### config.mk
export PLATFORM = sky130hd
export DESIGN_NAME = rom_burst_reader_flat
export DESIGN_NICKNAME = d
export VERILOG_FILES = /design/src/rtl/rom_burst_reader_pkg.sv /design/src/rtl/rom_burst_reader_if.sv /design/src/rtl/rom_burst_reader_buf.sv /design/src/rtl/rom_burst_reader.sv /design/src/flat_wrapper.sv
export SDC_FILE = /design/constraint.sdc
export NUM_CORES = 1
export LEC_CHECK = 0
export BUFFER_PORTS_ARGS = -buffer_cell sky130_fd_sc_hd__buf_4
export CORE_ASPECT_RATIO = 1.1
export CORE_MARGIN = 3
export CORE_UTILIZATION = 58
export CTS_BUF_LIST = sky130_fd_sc_hd__clkbuf_8
export CTS_CLUSTER_SIZE = 28
export DETAILED_ROUTE_END_ITERATION = 10
export PLACE_DENSITY_LB_ADDON = 0.12
export SLEW_MARGIN = 20
export SYNTH_ARGS = -nofsm -noshare
export SYNTH_HDL_FRONTEND = slang
export SYNTH_SLANG_ARGS = --single-unit
### constraint.sdc
create_clock -name clk -period 10.42 [get_ports clk]
set_input_delay 2.605 -clock clk [delete_from_list [all_inputs] [get_ports clk]]
set_output_delay 2.605 -clock clk [all_outputs]
set_load 0.02 [all_outputs]
### src/rtl/rom_burst_reader_pkg.sv
// Shared definitions for the ROM burst reader.
//   ADDR_W / DATA_W / WORDS / IMG_BYTES : ROM geometry
//   state_t     : reader FSM states
//   word_t      : one 16-bit ROM word
//   burst_words : number of words to emit from one burst, min(WORDS, bytes/2)
package rom_pkg;

  localparam int ADDR_W      = 19;
  localparam int DATA_W      = 16;
  localparam int WORDS       = 10;
  localparam int IMG_BYTES   = 307200;
  localparam int BURST_BYTES = 2 * WORDS;
  localparam int IDX_W       = $clog2(WORDS);
  localparam int CNT_W       = $clog2(WORDS + 1);

  typedef logic [DATA_W-1:0] word_t;
  typedef logic [ADDR_W-1:0] addr_t;

  typedef enum logic [2:0] {
    IDLE,
    CHECK,
    FETCH,
    DRAIN,
    DONE
  } state_t;

  // Words still owed, capped at one burst.
  function automatic logic [CNT_W-1:0] burst_words(input addr_t remaining);
    addr_t half;
    half = remaining >> 1;
    if (half >= addr_t'(WORDS)) begin
      return CNT_W'(WORDS);
    end
    return half[CNT_W-1:0];
  endfunction

endpackage

### src/rtl/rom_burst_reader_if.sv
// ROM port and output stream bundle of the burst reader.
//   rom_addr  : byte address presented to the ROM (reader drives)
//   rom_data  : WORDS packed words, word k at [16k+15:16k] (ROM drives)
//   out_data / out_valid / out_last : output stream (reader drives)
//   out_ready : downstream acceptance (consumer drives)
// modport master = reader side, modport slave = ROM + consumer side.
interface rom_burst_reader_if;
  import rom_pkg::*;

  addr_t                     rom_addr;
  logic [WORDS*DATA_W-1:0]   rom_data;
  word_t                     out_data;
  logic                      out_valid;
  logic                      out_ready;
  logic                      out_last;

  modport master (
    output rom_addr,
    input  rom_data,
    output out_data,
    output out_valid,
    input  out_ready,
    output out_last
  );

  modport slave (
    input  rom_addr,
    output rom_data,
    input  out_data,
    input  out_valid,
    output out_ready,
    input  out_last
  );

endinterface

### src/rtl/rom_burst_reader_buf.sv
// rom_burst_buf: WORDS-entry capture buffer for one ROM burst.
//   load       : capture load_data and load_count, rewind index to 0
//   load_data  : packed ROM words, word k at [16k+15:16k]
//   load_count : number of valid words in this burst (1..WORDS)
//   advance    : current word accepted downstream, step index
//   out_data   : word at the current index
//   last_word  : current index is the final valid word of the burst
module rom_burst_buf
  import rom_pkg::*;
(
  input  logic                    clk,
  input  logic                    rst,
  input  logic                    load,
  input  logic [WORDS*DATA_W-1:0] load_data,
  input  logic [CNT_W-1:0]        load_count,
  input  logic                    advance,
  output word_t                   out_data,
  output logic                    last_word
);

  word_t            buf_reg [WORDS];
  logic [IDX_W-1:0] idx_reg;
  logic [CNT_W-1:0] count_reg;

  genvar gi;
  generate
    for (gi = 0; gi < WORDS; gi++) begin : g_entry
      always_ff @(posedge clk or posedge rst) begin
        if (rst) begin
          buf_reg[gi] <= '0;
        end else if (load) begin
          buf_reg[gi] <= load_data[gi*DATA_W +: DATA_W];
        end
      end
    end
  endgenerate

  assign last_word = (CNT_W'(idx_reg) == count_reg - CNT_W'(1));
  assign out_data  = buf_reg[idx_reg];

  always_ff @(posedge clk or posedge rst) begin
    if (rst) begin
      idx_reg   <= '0;
      count_reg <= '0;
    end else if (load) begin
      idx_reg   <= '0;
      count_reg <= load_count;
    end else if (advance && !last_word) begin
      // Index parks on the final word so it never points past the array.
      idx_reg <= idx_reg + IDX_W'(1);
    end
  end

endmodule

### src/rtl/rom_burst_reader.sv
// rom_burst_reader: streams a byte range of the image ROM as 16-bit words.
// Validates the request, then alternates FETCH (present address, capture a
// 20-byte burst) and DRAIN (emit buffered words on a valid/ready stream).
//   clk, rst            : clock, asynchronous active-high reset
//   start               : request, sampled only in IDLE
//   base_addr, byte_len : range, sampled with start
//   busy                : high outside IDLE
//   done, err           : end-of-transfer pulse, err on bad configuration
//   bus (master)        : ROM address/data and output stream
module rom_burst_reader
  import rom_pkg::*;
#(
  parameter int ROM_LAT = 0
)
(
  input  logic  clk,
  input  logic  rst,
  input  logic  start,
  input  addr_t base_addr,
  input  addr_t byte_len,
  output logic  busy,
  output logic  done,
  output logic  err,
  rom_burst_reader_if.master bus
);

  localparam int LAT_W = (ROM_LAT < 1) ? 1 : $clog2(ROM_LAT + 1);
  localparam logic [ADDR_W:0] IMG_END = (ADDR_W+1)'(IMG_BYTES);

  state_t            state_reg, state_next;
  addr_t             base_reg, len_reg;
  addr_t             rom_addr_reg, remaining_reg;
  logic              err_flag_reg;
  logic [LAT_W-1:0]  lat_cnt_reg;

  logic              cfg_bad, cfg_empty, fetch_last, handshake;
  logic              buf_last, buf_load, last_burst;
  logic [ADDR_W:0]   end_addr;

  // End address is computed one bit wider so an oversized range cannot wrap.
  assign end_addr   = {1'b0, base_reg} + {1'b0, len_reg};
  assign cfg_bad    = len_reg[0] | base_reg[0] | (end_addr > IMG_END);
  assign cfg_empty  = (len_reg == '0);
  assign fetch_last = (lat_cnt_reg == LAT_W'(ROM_LAT));
  assign handshake  = bus.out_valid & bus.out_ready;
  assign last_burst = (remaining_reg == addr_t'(2));

  // State register
  always_ff @(posedge clk or posedge rst) begin
    if (rst) begin
      state_reg <= IDLE;
    end else begin
      state_reg <= state_next;
    end
  end

  // Next state and state-decoded outputs
  always_comb begin
    state_next    = state_reg;
    busy          = 1'b1;
    done          = 1'b0;
    err           = 1'b0;
    bus.out_valid = 1'b0;
    bus.out_last  = 1'b0;
    buf_load      = 1'b0;
    case (state_reg)
      IDLE: begin
        busy = 1'b0;
        if (start) state_next = CHECK;
      end
      CHECK: begin
        state_next = (cfg_bad || cfg_empty) ? DONE : FETCH;
      end
      FETCH: begin
        if (fetch_last) begin
          buf_load   = 1'b1;
          state_next = DRAIN;
        end
      end
      DRAIN: begin
        bus.out_valid = 1'b1;
        bus.out_last  = last_burst;
        if (handshake && buf_last) begin
          state_next = last_burst ? DONE : FETCH;
        end
      end
      DONE: begin
        done       = 1'b1;
        err        = err_flag_reg;
        state_next = IDLE;
      end
      default: state_next = IDLE;
    endcase
  end

  // Request capture, address walk and byte accounting
  always_ff @(posedge clk or posedge rst) begin
    if (rst) begin
      base_reg      <= '0;
      len_reg       <= '0;
      rom_addr_reg  <= '0;
      remaining_reg <= '0;
      err_flag_reg  <= 1'b0;
      lat_cnt_reg   <= '0;
    end else begin
      case (state_reg)
        IDLE: begin
          if (start) begin
            base_reg <= base_addr;
            len_reg  <= byte_len;
          end
        end
        CHECK: begin
          err_flag_reg  <= cfg_bad;
          remaining_reg <= len_reg;
          lat_cnt_reg   <= '0;
          // Address only moves when a fetch will actually follow.
          if (!cfg_bad && !cfg_empty) rom_addr_reg <= base_reg;
        end
        FETCH: begin
          if (!fetch_last) lat_cnt_reg <= lat_cnt_reg + LAT_W'(1);
        end
        DRAIN: begin
          if (handshake) begin
            remaining_reg <= remaining_reg - addr_t'(2);
            if (buf_last && !last_burst) begin
              rom_addr_reg <= rom_addr_reg + addr_t'(BURST_BYTES);
              lat_cnt_reg  <= '0;
            end
          end
        end
        default: ;
      endcase
    end
  end

  assign bus.rom_addr = rom_addr_reg;

  rom_burst_buf u_buf (
    .clk        (clk),
    .rst        (rst),
    .load       (buf_load),
    .load_data  (bus.rom_data),
    .load_count (burst_words(remaining_reg)),
    .advance    (handshake),
    .out_data   (bus.out_data),
    .last_word  (buf_last)
  );

endmodule
### src/flat_wrapper.sv
// flat-port wrapper written by rule: the top's interface ports become plain ports
module rom_burst_reader_flat import rom_pkg::*;
#(
  parameter int ROM_LAT = 0
)
  (clk, rst, start, base_addr, byte_len, busy, done, err, bus_rom_addr, bus_rom_data, bus_out_data, bus_out_valid, bus_out_ready, bus_out_last);
  rom_burst_reader_if bus_i ();
  input  logic clk;
  input  logic rst;
  input  logic start;
  input  addr_t base_addr;
  input  addr_t byte_len;
  output logic busy;
  output logic done;
  output logic err;
  output wire logic [$bits(bus_i.rom_addr)-1:0] bus_rom_addr;
  input wire logic [$bits(bus_i.rom_data)-1:0] bus_rom_data;
  output wire logic [$bits(bus_i.out_data)-1:0] bus_out_data;
  output wire logic [$bits(bus_i.out_valid)-1:0] bus_out_valid;
  input wire logic [$bits(bus_i.out_ready)-1:0] bus_out_ready;
  output wire logic [$bits(bus_i.out_last)-1:0] bus_out_last;
  assign bus_rom_addr = bus_i.rom_addr;
  assign bus_i.rom_data = bus_rom_data;
  assign bus_out_data = bus_i.out_data;
  assign bus_out_valid = bus_i.out_valid;
  assign bus_i.out_ready = bus_out_ready;
  assign bus_out_last = bus_i.out_last;
  rom_burst_reader #(.ROM_LAT(ROM_LAT)) u_core (.clk(clk), .rst(rst), .start(start), .base_addr(base_addr), .byte_len(byte_len), .busy(busy), .done(done), .err(err), .bus(bus_i));
endmodule
* Word level (Yosys, flattened, before mapping)
Cells that the tools add are included.
** Operators by class
- $add $sub $neg :: 6
- Mux-type cells :: 31
- Reductions and logical operators :: 19
- Bitwise gates (word level) :: 4
- $lt $le $gt $ge :: 3
- Equality and inequality tests :: 12
** Operators with widths (count)
- 2-to-1 mux 19 bit :: 4
- one-hot mux 19 bit (2 select lines) :: 2
- binary-select mux 16 bit (select 4 bit) :: 1
- 2-to-1 mux 16 bit :: 2
- adder 19 x 19 -> 20 bit :: 1
- greater-than comparator 20 x 19 -> 1 bit (second input constant) :: 1
- adder 19 x 5 -> 19 bit (second input constant) :: 1
- equality test 19 x 2 -> 1 bit (second input constant) :: 1
- logical NOT 19 bit :: 1
- subtractor 19 x 2 -> 19 bit (second input constant) :: 1
- >= comparator 18 x 4 -> 1 bit (second input constant) :: 1
- 2-to-1 mux 4 bit :: 4
- 2-to-1 mux 3 bit :: 5
- one-hot mux 3 bit (4 select lines) :: 1
- 2-to-1 mux 1 bit :: 11
- inequality test 2 x 1 -> 1 bit (second input constant) :: 4
- equality test 3 x 2 -> 1 bit (second input constant) :: 2
- AND reduction 3 bit :: 2
- >= comparator 5 bit (second input constant) :: 1
- NOT 4 -> 5 bit :: 1
- adder 4 x 1 -> 4 bit (second input constant) :: 1
- equality test 4 bit :: 1
- logical AND 1 bit :: 4
- logical NOT 1 bit :: 4
- other kinds (14) :: 18
** Word-level totals
- Logic and storage cells :: 94
- Register bits after elaboration :: 249
- Input bits :: 202
- Output and inout port bits :: 40

* Longest topological paths before layout
Gate-level depths: netlist (run 1).
- Depth after elaboration :: 7
- Gate-level depth with buffers :: 13
- Mapped depth without buffers :: 12

* Cells and area by module
From an unflattened synthesis (run 1), not the netlist that was laid out.
** Unflattened totals
- Cell total of the unflattened synthesis :: 1070
- Area, all modules :: 12819.8 um^2
** By module, submodules not included
- rom_burst_buf :: area an instance 7696.1 um^2, cells an instance 508, seq. area each 4204.0 um^2, instances 1
- rom_burst_reader :: area an instance 5123.7 um^2, cells an instance 562, seq. area each 2001.9 um^2, instances 1

* Worst setup path before layout (run 1)
Ideal clock, no wire load.
- Path kind :: flip-flop to output port
- Start point :: register u_core.u_buf.idx_reg[0]
- End point :: output port bus_out_data[10]
- Data required time :: 7.815 ns
- Arrival time :: 2.207 ns
- Buffers on the path :: 3
- Setup slack :: 5.608 ns
- Stages on the path, launching flop included :: 7
- Cell sequence :: dfrtp_1 > clkbuf_1 > buf_1 > clkbuf_1 > mux2_2 > a221oi_1 > a21oi_1
** Between the ends
- Longest elaborated chain between the ends :: 4
** RTL lines
- start: declaration :: RTL line rom_burst_reader_buf.sv:22 : logic [IDX_W-1:0] idx_reg;
- start signal: assignment :: RTL line rom_burst_reader_buf.sv:50 : idx_reg <= idx_reg + IDX_W'(1);
- NOT 4 -> 5 bit (implied by the code) :: RTL line rom_burst_reader_buf.sv:39 : assign out_data = buf_reg[idx_reg];
- binary-select mux 16 bit (select 4 bit) :: RTL line rom_burst_reader_buf.sv:39
- 2-to-1 mux 16 bit (implied by the code) (2 in series) :: RTL line rom_burst_reader_buf.sv:39
- end: declaration :: RTL line flat_wrapper.sv:18 : output wire logic [$bits(bus_i.out_data)-1:0] bus_out_data;
No other way between the ends. The select of a mux whose other input is x is not followed.

* Worst setup path in the final report (run 1)
- Start point :: register u_core.u_buf.idx_reg[3]
- End point :: output port bus_out_data[3]
Same word-level chain as after synthesis.

==> results.yml, run 1 <==
setup_path:
  worstPathRequired_ns: 7.82
  rr_startpoint: "u_core.len_reg[0]"
  crit_type: "register to output port"
  critPathLaunch: "u_core.u_buf.idx_reg[3]"
  critPathLaunchType: "register"
  end_kind: "output port"
  crit_path_max_fanout: 34
  crit_arrival_ns: 3.27
finish:
  n_antenna_cell: 0
  drive_gt1_share_pct: 25.0
  finalNetCount: 1881
  utilization_pct: 73.1
  area_growth_pct: 21.6
  largest_reg_flops: 160
  fillerInstances: 1666
yosys:
  syn_area_um2: 13100
  post-synth-top-count-cell: "nand2_1"
  ys_top_cells_by_count: "542 x nand2_1, 248 x dfrtp_1, 73 x a21oi_1, 66 x clkbuf_1, 62 x nor2_1"
  synth_edf_count: 0
  ys_types: 79
  post-synth-top-area-cell: "dfrtp_1"
  yosys.area.top_type_share_pct: 47.5
  synthArstFlopShare_pct: 100
  synth-seq-area-share_pct: 47.5
  ys.flop_type: "dfrtp_1"
  synth_seq_cells: 248
  synth.avg_cell_area_um2: 9.05
  synth_area_leaders: "dfrtp_1 48%, nand2_1 16%, mux4_2 5.5%"
  synthCells: 1443
  yosys_warnings: 0
  synth_fp_nets: 1671
sta:
  finalSetupTns_ns: 0
  finalSetupViolations: 0
  max_clock_freq_ghz: 0.170
  fin_skew_ns: 0.0268
  slew-limit-headroom_pct: 32.2
  hold_ws_ns: 0.472
  finalMaxSlewViolations: 0
  fin_crit_ns: 5.87
  rsz0062_at_grt: "false"
  tightest_slew_ns: 1.01
  finalCritPeriodShare_pct: 56.4
  hold_viol_final: 0
cts:
  numCtsBuffers: 42
  cts_buffer_depth: 3
  clock-root-buffer: "clkbuf_8"
  cts_max_level: 2
  clkTransAtPathRegs_ns: 0.06
  postCtsHoldBufs: 0
  cts.sinks: 248
  cts_tree: "built"
  clk_latency_ns: 0.56
  cts_resized: 0
  postCtsSetupBuffers: 0
min_path:
  hp-start: "u_core.u_buf.buf_reg[41]"
  hold_path.class: "register to register"
routing:
  drt_first_pass_iters: 7
  via_count: 11400
  drc: 0
  wl_per_cell_um: 18.5
  antenna_left: 0
  routed_wl_um: 36600
  drt_iter0_drc: 951
  via_per_inst: 5.78
power:
  power_leakage_nw: 7.74
  switching_share_pct: 43.7
  power.switching_w: 0.00244
  p_per_area_nw_per_um2: 351
  p_total_w: 0.00558
  irDropWorstVdd_uv: 239
  p_comb_share_pct: 49.7
  pwr-share-seq_pct: 34.3
  internal_power_w: 0.00314
  p_clk_share_pct: 16.0
floorplanning:
  fp.coreArea_um2: 21700
  start_util_pct: 60.1
  rows: 56
  ios: 242
  die_height_um: 163
  die_x_um: 149
  dieArea_um2: 24400
run_status:
  status: "finished, final reports clean"
placed_design:
  portBuffers: 241
  hpwl_um: 25900
  place_congestion: 0.974
global_routing:
  grt_max_degree: 115
  grt_first_pass_wirelength_um: 57100
  grt_overflow: 0
  grtUsageTotal_pct: 29.6
  grt_pass1_vias: 11100
  antenna_found_initial: 0
run:
  max-cap-violations: 0
area by class of cell:
cell class | instances | area (um2) | share of cell area (%)
Timing Repair Buffer | 251 | 1900 | 12.0
Clock buffer | 51 | 702 | 4.42
Inverter | 27 | 109 | 0.685
Clock inverter | 25 | 168 | 1.06
Sequential cell | 248 | 6210 | 39.1
Tap cell | 290 | 363 | 2.28
Multi-Input combinational cell | 1083 | 6420 | 40.5
stage by stage:
step | cells | area, um2 | worst slack, ns
floorplan | 1443 | 13100 | 1.00
global placement | 1898 | 15000 | 4.93
detailed placement | 1898 | 15000 | 4.77
CTS | 1974 | 15900 | 4.20
global route | 1975 | 15900 | 4.22
finish | 1975 | 15900 | 4.55
power by group through the flow:
stage	Clock (W)	Combinational, W	Sequential [W]
2_1_floorplan	0	0.00211	0.00173
3_3_place_gp	0	0.00266	0.00189
3_5_place_dp	0	0.00274	0.00191
4_1_cts	0.000906	0.00276	0.00190
5_1_grt	0.000953	0.00306	0.00197
6_report	0.000895	0.00277	0.00191
final timing paths:
path,end,slack [ns],cells after the start
worst max-delay path,bus_out_data[3],4.55,5
worst min-delay path,u_core.u_buf.buf_reg[41],0.47,2
max in group asynchronous,u_core.u_buf.buf_reg[27],6.90,3
min in group asynchronous,u_core.remaining_reg[6],2.17,2
worst min register to register,u_core.u_buf.buf_reg[41],0.47,2
worst max register to register,u_core.bus.rom_addr[5],5.94,12
critical path, cell delays in order, from the launching register on:
cell	delay, ns
dfrtp_1	0.38
clkinv_1	0.76
nor2_2	0.87
a221oi_1	0.24
a21oi_1	0.29
buf_4	0.20
layout by cell type, fill, tap and decap left out, drive strengths merged, types with 3 or more instances in the layout:
cell type	netlist	layout
nand4	14	14
buf	19	251
nor2b	4	4
clkbuf	66	51
and2	6	6
o22ai	10	10
nor2	62	62
dfrtp	248	248
nand2	542	542
a22oi	5	5
xnor2	8	8
mux2	56	56
and4	3	3
or3	12	12
o211ai	5	5
a31oi	5	5
clkinv	2	7
ha	25	25
a21oi	74	74
o21a	4	4
a211oi	28	28
a21o	7	7
mux4	32	32
nand2b	4	4
nor3	21	21
inv	25	41
xor2	9	9
and3	6	6
nor4	10	10
a211o	4	4
o21ai	52	52
nand3	17	17
a221oi	17	17
cell families (layout without fill, tap and decap cells):
group	after synthesis	in the layout	synth area share, %
simple gates	711	711	22.4
xor+xnor	17	17	1.14
flops	248	248	47.5
fa+ha+maj	26	26	2.55
compound gates	239	239	12.4
buf+inv	112	354	3.47
mux	90	90	10.5
layer usage:
layer | track usage (%) | up-vias | wire [um]
li1 | - | 5386 | -
met1 | 37.1 | 5467 | 13900
met2 | 50.8 | 453 | 18500
met3 | 4.77 | 100 | 2440
met4 | 12.9 | 0 | 1710
met5 | 0 | - | 0
Note: power is estimated with default switching activity, not from simulation.
==> run 2, diff against run 1 <==
- ABC_AREA: unset -> 1
- CORE_UTILIZATION: 58 -> 53
- clock period: 10.42 -> 4.7 ns (I/O delays scaled with it)
==> results.yml, run 2 <==
power:
  power_leakage_nw: 8.32
  irDropWorstVdd_uv: 401
  p_per_area_nw_per_um2: 745
sta:
  fin_crit_ns: 4.19
  max_clock_freq_ghz: 0.238
  fin_skew_ns: 0.0120
  hold_viol_final: 0
  tightest_slew_ns: 1.10
  finalCritPeriodShare_pct: 89.2
  rsz0062_at_grt: "false"
  finalSetupViolations: 0
  finalMaxSlewViolations: 0
  layout_setup_ws_ns: 0.506
  slew-limit-headroom_pct: 26.9
  hold_ws_ns: 0.466
  finalSetupTns_ns: 0
run:
  max-cap-violations: 0
global_routing:
  grt_pass1_vias: 12200
  grtUsageTotal_pct: 28.1
  grt_overflow: 0
  antenna_found_initial: 3
  grt_max_degree: 184
  grt_first_pass_wirelength_um: 61700
floorplanning:
  die_height_um: 173
  die_x_um: 158
  ios: 242
  rows: 60
  dieArea_um2: 27200
  fp.coreArea_um2: 24700
  start_util_pct: 54.2
cts:
  clk_latency_ns: 0.53
  cts_resized: 0
  clkTransAtPathRegs_ns: 0.06
  numCtsBuffers: 43
  clock-root-buffer: "clkbuf_8"
  cts_buffer_depth: 3
  cts_max_level: 2
  cts_tree: "built"
  postCtsSetupBuffers: 0
  cts.sinks: 248
  postCtsHoldBufs: 0
setup_path:
  end_kind: "output port"
  crit_arrival_ns: 3.02
  crit_path_max_fanout: 90
  worstPathRequired_ns: 3.52
  crit_type: "register to output port"
  critPathLaunchType: "register"
yosys:
  synth.avg_cell_area_um2: 7.56
  post-synth-top-count-cell: "nand2_1"
  synth_area_leaders: "dfrtp_1 46%, nand2_1 18%, o21ai_0 6.1%"
  synth_seq_cells: 248
  synth_edf_count: 0
  syn_area_um2: 13400
  yosys.area.top_type_share_pct: 46.3
  ys.flop_type: "dfrtp_1"
  synthArstFlopShare_pct: 100
  synth-seq-area-share_pct: 46.3
  synth_fp_nets: 2000
  ys_top_cells_by_count: "652 x nand2_1, 248 x dfrtp_1, 164 x o21ai_0, 163 x inv_1, 93 x nor2_1"
  yosys_warnings: 0
  ys_types: 47
  post-synth-top-area-cell: "dfrtp_1"
  synthCells: 1772
finish:
  area_growth_pct: 21.1
  finalNetCount: 2214
  final_area_um2: 16200
  final_cell_mix: "652 x nand2_1, 252 x buf_4, 246 x dfrtp_1, 174 x inv_1, 164 x o21ai_0"
  drive_gt1_share_pct: 18.7
  mostFrequentLayoutCell: "nand2_1"
  largest_reg_flops: 160
placed_design:
  placed_area_um2: 15400
  hpwl_um: 28300
  place_congestion: 0.898
  portBuffers: 241
  preCtsSetupSlack_ns: 1.07
run_status:
  status: "finished, final reports clean"
routing:
  drt_iter0_drc: 955
  antenna_left: 0
  drt_first_pass_iters: 6
  via_count: 12500
  routed_wl_um: 38900
  drc: 0
  wl_per_cell_um: 16.7
  via_per_inst: 5.40
min_path:
  hold_path.class: "register to register"
==> run 2: cell count changes after synthesis, moves of 31 or more <==
cell     change
o21ai_0    +116
inv_1      +138
nor2_1      +31
nand3_1     +44
nand2_1    +110
mux4_2      -32
==> run 2: final timing paths <==
path | slack (ns) | from | end | cells after the start
setup / recovery | 0.51 | u_core.u_buf.idx_reg[0] | bus_out_data[15] | 6
hold / removal | 0.47 | u_core.u_buf.buf_reg[154] | u_core.u_buf.buf_reg[154] | 2
setup reg to reg | 1.51 | u_core.base_reg[0] | u_core.bus.rom_addr[13] | 21
hold reg to reg | 0.47 | u_core.u_buf.buf_reg[154] | u_core.u_buf.buf_reg[154] | 2
max in group asynchronous | 2.88 | rst | u_core.u_buf.idx_reg[0] | 3
min in group asynchronous | 0.84 | rst | u_core.u_buf.buf_reg[37] | 3
==> run 2: stage by stage <==
step	cells	util, %	total power [W]
finish	2322	65.7	0.0121
global route	2322	65.7	0.0132
CTS	2321	65.7	0.0121
detailed placement	2251	62.3	0.0102
global placement	2251	62.3	0.0100
floorplan	1772	-	0.00827
==> run 2: area by class of cell <==
class,instances,area (um2)
inverters,169,639
multi-input cells,1271,6240
clock buffers,50,688
clock inverters,20,138
diodes,1,2.50
fillers,2207,8480
repair buffers,253,1910
flip-flops and latches,248,6210
well taps,310,388
==> run 2: kinds of logic after synthesis <==
group,Yosys count,synth area share [%]
AO/OA/AOI/OAI,297,12.3
XOR/XNOR,23,1.50
adder cells (fa/ha/maj),26,2.48
buffers and inverters,253,7.17
flip-flops,248,46.3
multiplexers,40,3.27
AND/OR/NAND/NOR,885,26.9
==> run 2: report_power, final <==
part           switching [W]  internal (W)
sequential          0.000897       0.00321
clock               0.000867       0.00107
combinational        0.00374       0.00231
==> run 2: metal layers <==
| metal | part of all wire (%) | track usage, % |
|---|---|---|
| met3 | 6.4 | 4.66 |
| met2 | 50 | 48.0 |
| met5 | 0.080 | 0 |
| met4 | 2.6 | 8.03 |
| met1 | 41 | 36.8 |
==> run 2: critical path, cell delays in order (launching register included) <==
cell and delay (ns):
dfrtp_4 0.96, inv_1 0.58, o21ai_0 0.30, o22ai_1 0.09, o211ai_1 0.17, o21ai_0 0.16
buf_4 0.20
==> run 3, diff against run 2 <==
- ABC_AREA: 1 -> unset
- CORE_UTILIZATION: 53 -> 43
- SYNTH_HIERARCHICAL: unset -> 1
==> results.yml, run 3 <==
global_routing:
  grt_pass1_vias: 9885
  grt_max_degree: 153
  grtUsageTotal_pct: 21.3
  antenna_found_initial: 1
  grt_overflow: 0
  grt_first_pass_wirelength_um: 54100
floorplanning:
  die_x_um: 171
  die_height_um: 187
  ios: 242
  rows: 65
  dieArea_um2: 31900
  start_util_pct: 44.2
  fp.coreArea_um2: 29000
routing:
  drt_first_pass_iters: 5
  wl_per_cell_um: 20.0
  via_per_inst: 5.55
  drc: 0
  via_count: 9560
  routed_wl_um: 34400
  drt_iter0_drc: 674
  antenna_left: 0
finish:
  finalNetCount: 1545
  final_cell_mix: "256 x buf_4, 246 x dfrtp_1, 148 x mux2_2, 77 x nand2_1, 68 x a21oi_1"
  drive_gt1_share_pct: 40.8
  area_growth_pct: 24.6
  mostFrequentLayoutCell: "buf_4"
  largest_reg_flops: 160
  utilization_pct: 55.0
setup_path:
  crit_chain: "nor3_1, nand2b_1, nor4_1, nand3_1, nor2_1, and3_1, buf_4"
  critPathTopFamily: "simple AND/OR/NAND/NOR gates"
  critPathLaunchType: "register"
  reg2regPathDepth: 15
  worstPathRequired_ns: 3.52
  crit_arrival_ns: 2.86
  critPathLaunch: "u_core/remaining_reg[11]"
  rr_startpoint: "u_core/len_reg[0]"
  crit_type: "register to output port"
  r2r_end: "u_core/bus.rom_addr[18]"
  endpoint: "bus_out_last"
  r2r_setup_slack_ns: 0.74
  slowest_delay_ns: 0.40
  worst-path-buf-inv: 1
  path_depth: 7
  slowest_stage: "dfrtp_1"
  end_kind: "output port"
  crit_path_max_fanout: 4
sta:
  finalSetupTns_ns: 0
  max_clock_freq_ghz: 0.248
  slew-limit-headroom_pct: 44.2
  tightest_slew_ns: 0.837
  finalCritPeriodShare_pct: 85.8
  finalSetupViolations: 0
  fin_crit_ns: 4.03
  hold_viol_final: 0
  finalMaxSlewViolations: 0
  rsz0062_at_grt: "false"
  fin_skew_ns: 0.0202
cts:
  cts_max_level: 2
  cts_buffer_depth: 3
  cts.sinks: 248
  numCtsBuffers: 46
  cts_resized: 0
  clkTransAtPathRegs_ns: 0.05
  postCtsHoldBufs: 0
  clk_latency_ns: 0.55
  postCtsSetupBuffers: 0
  clock-root-buffer: "clkbuf_8"
  cts_tree: "built"
yosys:
  synth_edf_count: 0
  synth_fp_nets: 1298
  synth_area_leaders: "dfrtp_1 48%, mux2_2 13%, mux2_1 5.9%"
  synth_compound_area_share_pct: 11.5
  synth_mux_area_share_pct: 24.8
  ys.flop_type: "dfrtp_1"
  ys_types: 75
  post-synth-top-area-cell: "dfrtp_1"
  synth_top_family_by_area: "multiplexers"
  post-synth-top-count-cell: "dfrtp_1"
  synth_xor_area_share_pct: 0.888
  synth_seq_cells: 248
  yosys_warnings: 6
  synthCells: 1070
  yosys.area.top_type_share_pct: 48.4
  synthArstFlopShare_pct: 100
  synth.avg_cell_area_um2: 12.0
  syn_area_um2: 12800
  synth-simple-area-share_pct: 8.72
  synth-seq-area-share_pct: 48.4
  ys_top_cells_by_count: "248 x dfrtp_1, 148 x mux2_2, 77 x nand2_1, 68 x a21oi_1, 67 x mux2_1"
  synthAdderAreaFrac_pct: 2.60
run:
  max-cap-violations: 0
placed_design:
  portBuffers: 241
  hpwl_um: 24900
  place_congestion: 0.886
run_status:
  status: "finished, final reports clean"
power:
  irDropWorstVdd_uv: 399
  p_per_area_nw_per_um2: 772
  p_total_w: 0.0123
  power_leakage_nw: 6.96
min_path:
  hold_path.class: "register to register"
run 3: worst min path at each step:
stage	startpoint	cells after the start	endpoint
after detailed placement	u_core/u_buf/buf_reg[30]	1	u_core/u_buf/buf_reg[30]
after global routing	u_core/u_buf/buf_reg[133]	1	u_core/u_buf/buf_reg[133]
final	u_core/u_buf/buf_reg[75]	1	u_core/u_buf/buf_reg[75]
after floorplan	u_core/remaining_reg[18]	2	u_core/remaining_reg[18]
after global placement	u_core/u_buf/buf_reg[1]	1	u_core/u_buf/buf_reg[1]
after CTS	u_core/u_buf/buf_reg[30]	1	u_core/u_buf/buf_reg[30]
run 3: where the power goes:
group	total, W	leakage, nW	switching, W	internal, W
registers	0.00408	2.94	0.000856	0.00322
clock network	0.00211	0.565	0.000911	0.00120
logic	0.00615	3.46	0.00312	0.00304
total	0.0123	6.96	0.00488	0.00746
run 3: cells by family after synthesis:
kind of cell	Yosys count
multiplexers	250
flip-flops	248
AO/OA/AOI/OAI	227
AND/OR/NAND/NOR	221
buffers and inverters	85
adder cells (fa/ha/maj)	26
XOR/XNOR	13
run 3: worst reg2reg max path: stages (launching register included):
cell and delay, ns:
dfrtp_1 0.38, ha_1 0.18, inv_1 0.06, fa_1 0.39
nor2b_1 0.19, and3b_1 0.21, nor4_1 0.24, o21ai_0 0.11
or4_1 0.56, nor4b_2 0.29, o311ai_1 0.12, and3_4 0.22
o21bai_4 0.49, buf_12 0.25, a21oi_1 0.10, a21oi_2 0.10
run 3: metal layers:
layer	vias to the layer above	wire, um	global-route usage, %
met5	-	0	0
met4	0	952	7.02
met3	60	2100	4.29
met2	316	16700	35.4
met1	4695	14700	27.9
li1	4489	-	-
run 3: layout make-up:
cell class,count,area [um2]
multi-input cells,737,6220
fillers,2518,13100
clock buffers,60,826
diodes,1,2.50
well taps,368,460
clock inverters,25,136
inverters,23,91.3
flip-flops and latches,248,6210
repair buffers,261,2030
run 3: metrics by stage:
stage                     std cells  setup WS [ns]  hold slack (ns)  area [um2]
after detailed placement       1636          0.759            0.472       15000
after global placement         1636          0.801            0.462       15000
after CTS                      1721          0.564            0.486       15900
after floorplan                1070           1.21            0.450       12800
after global routing           1723          0.274            0.505       16000
final                          1723          0.667            0.481       16000
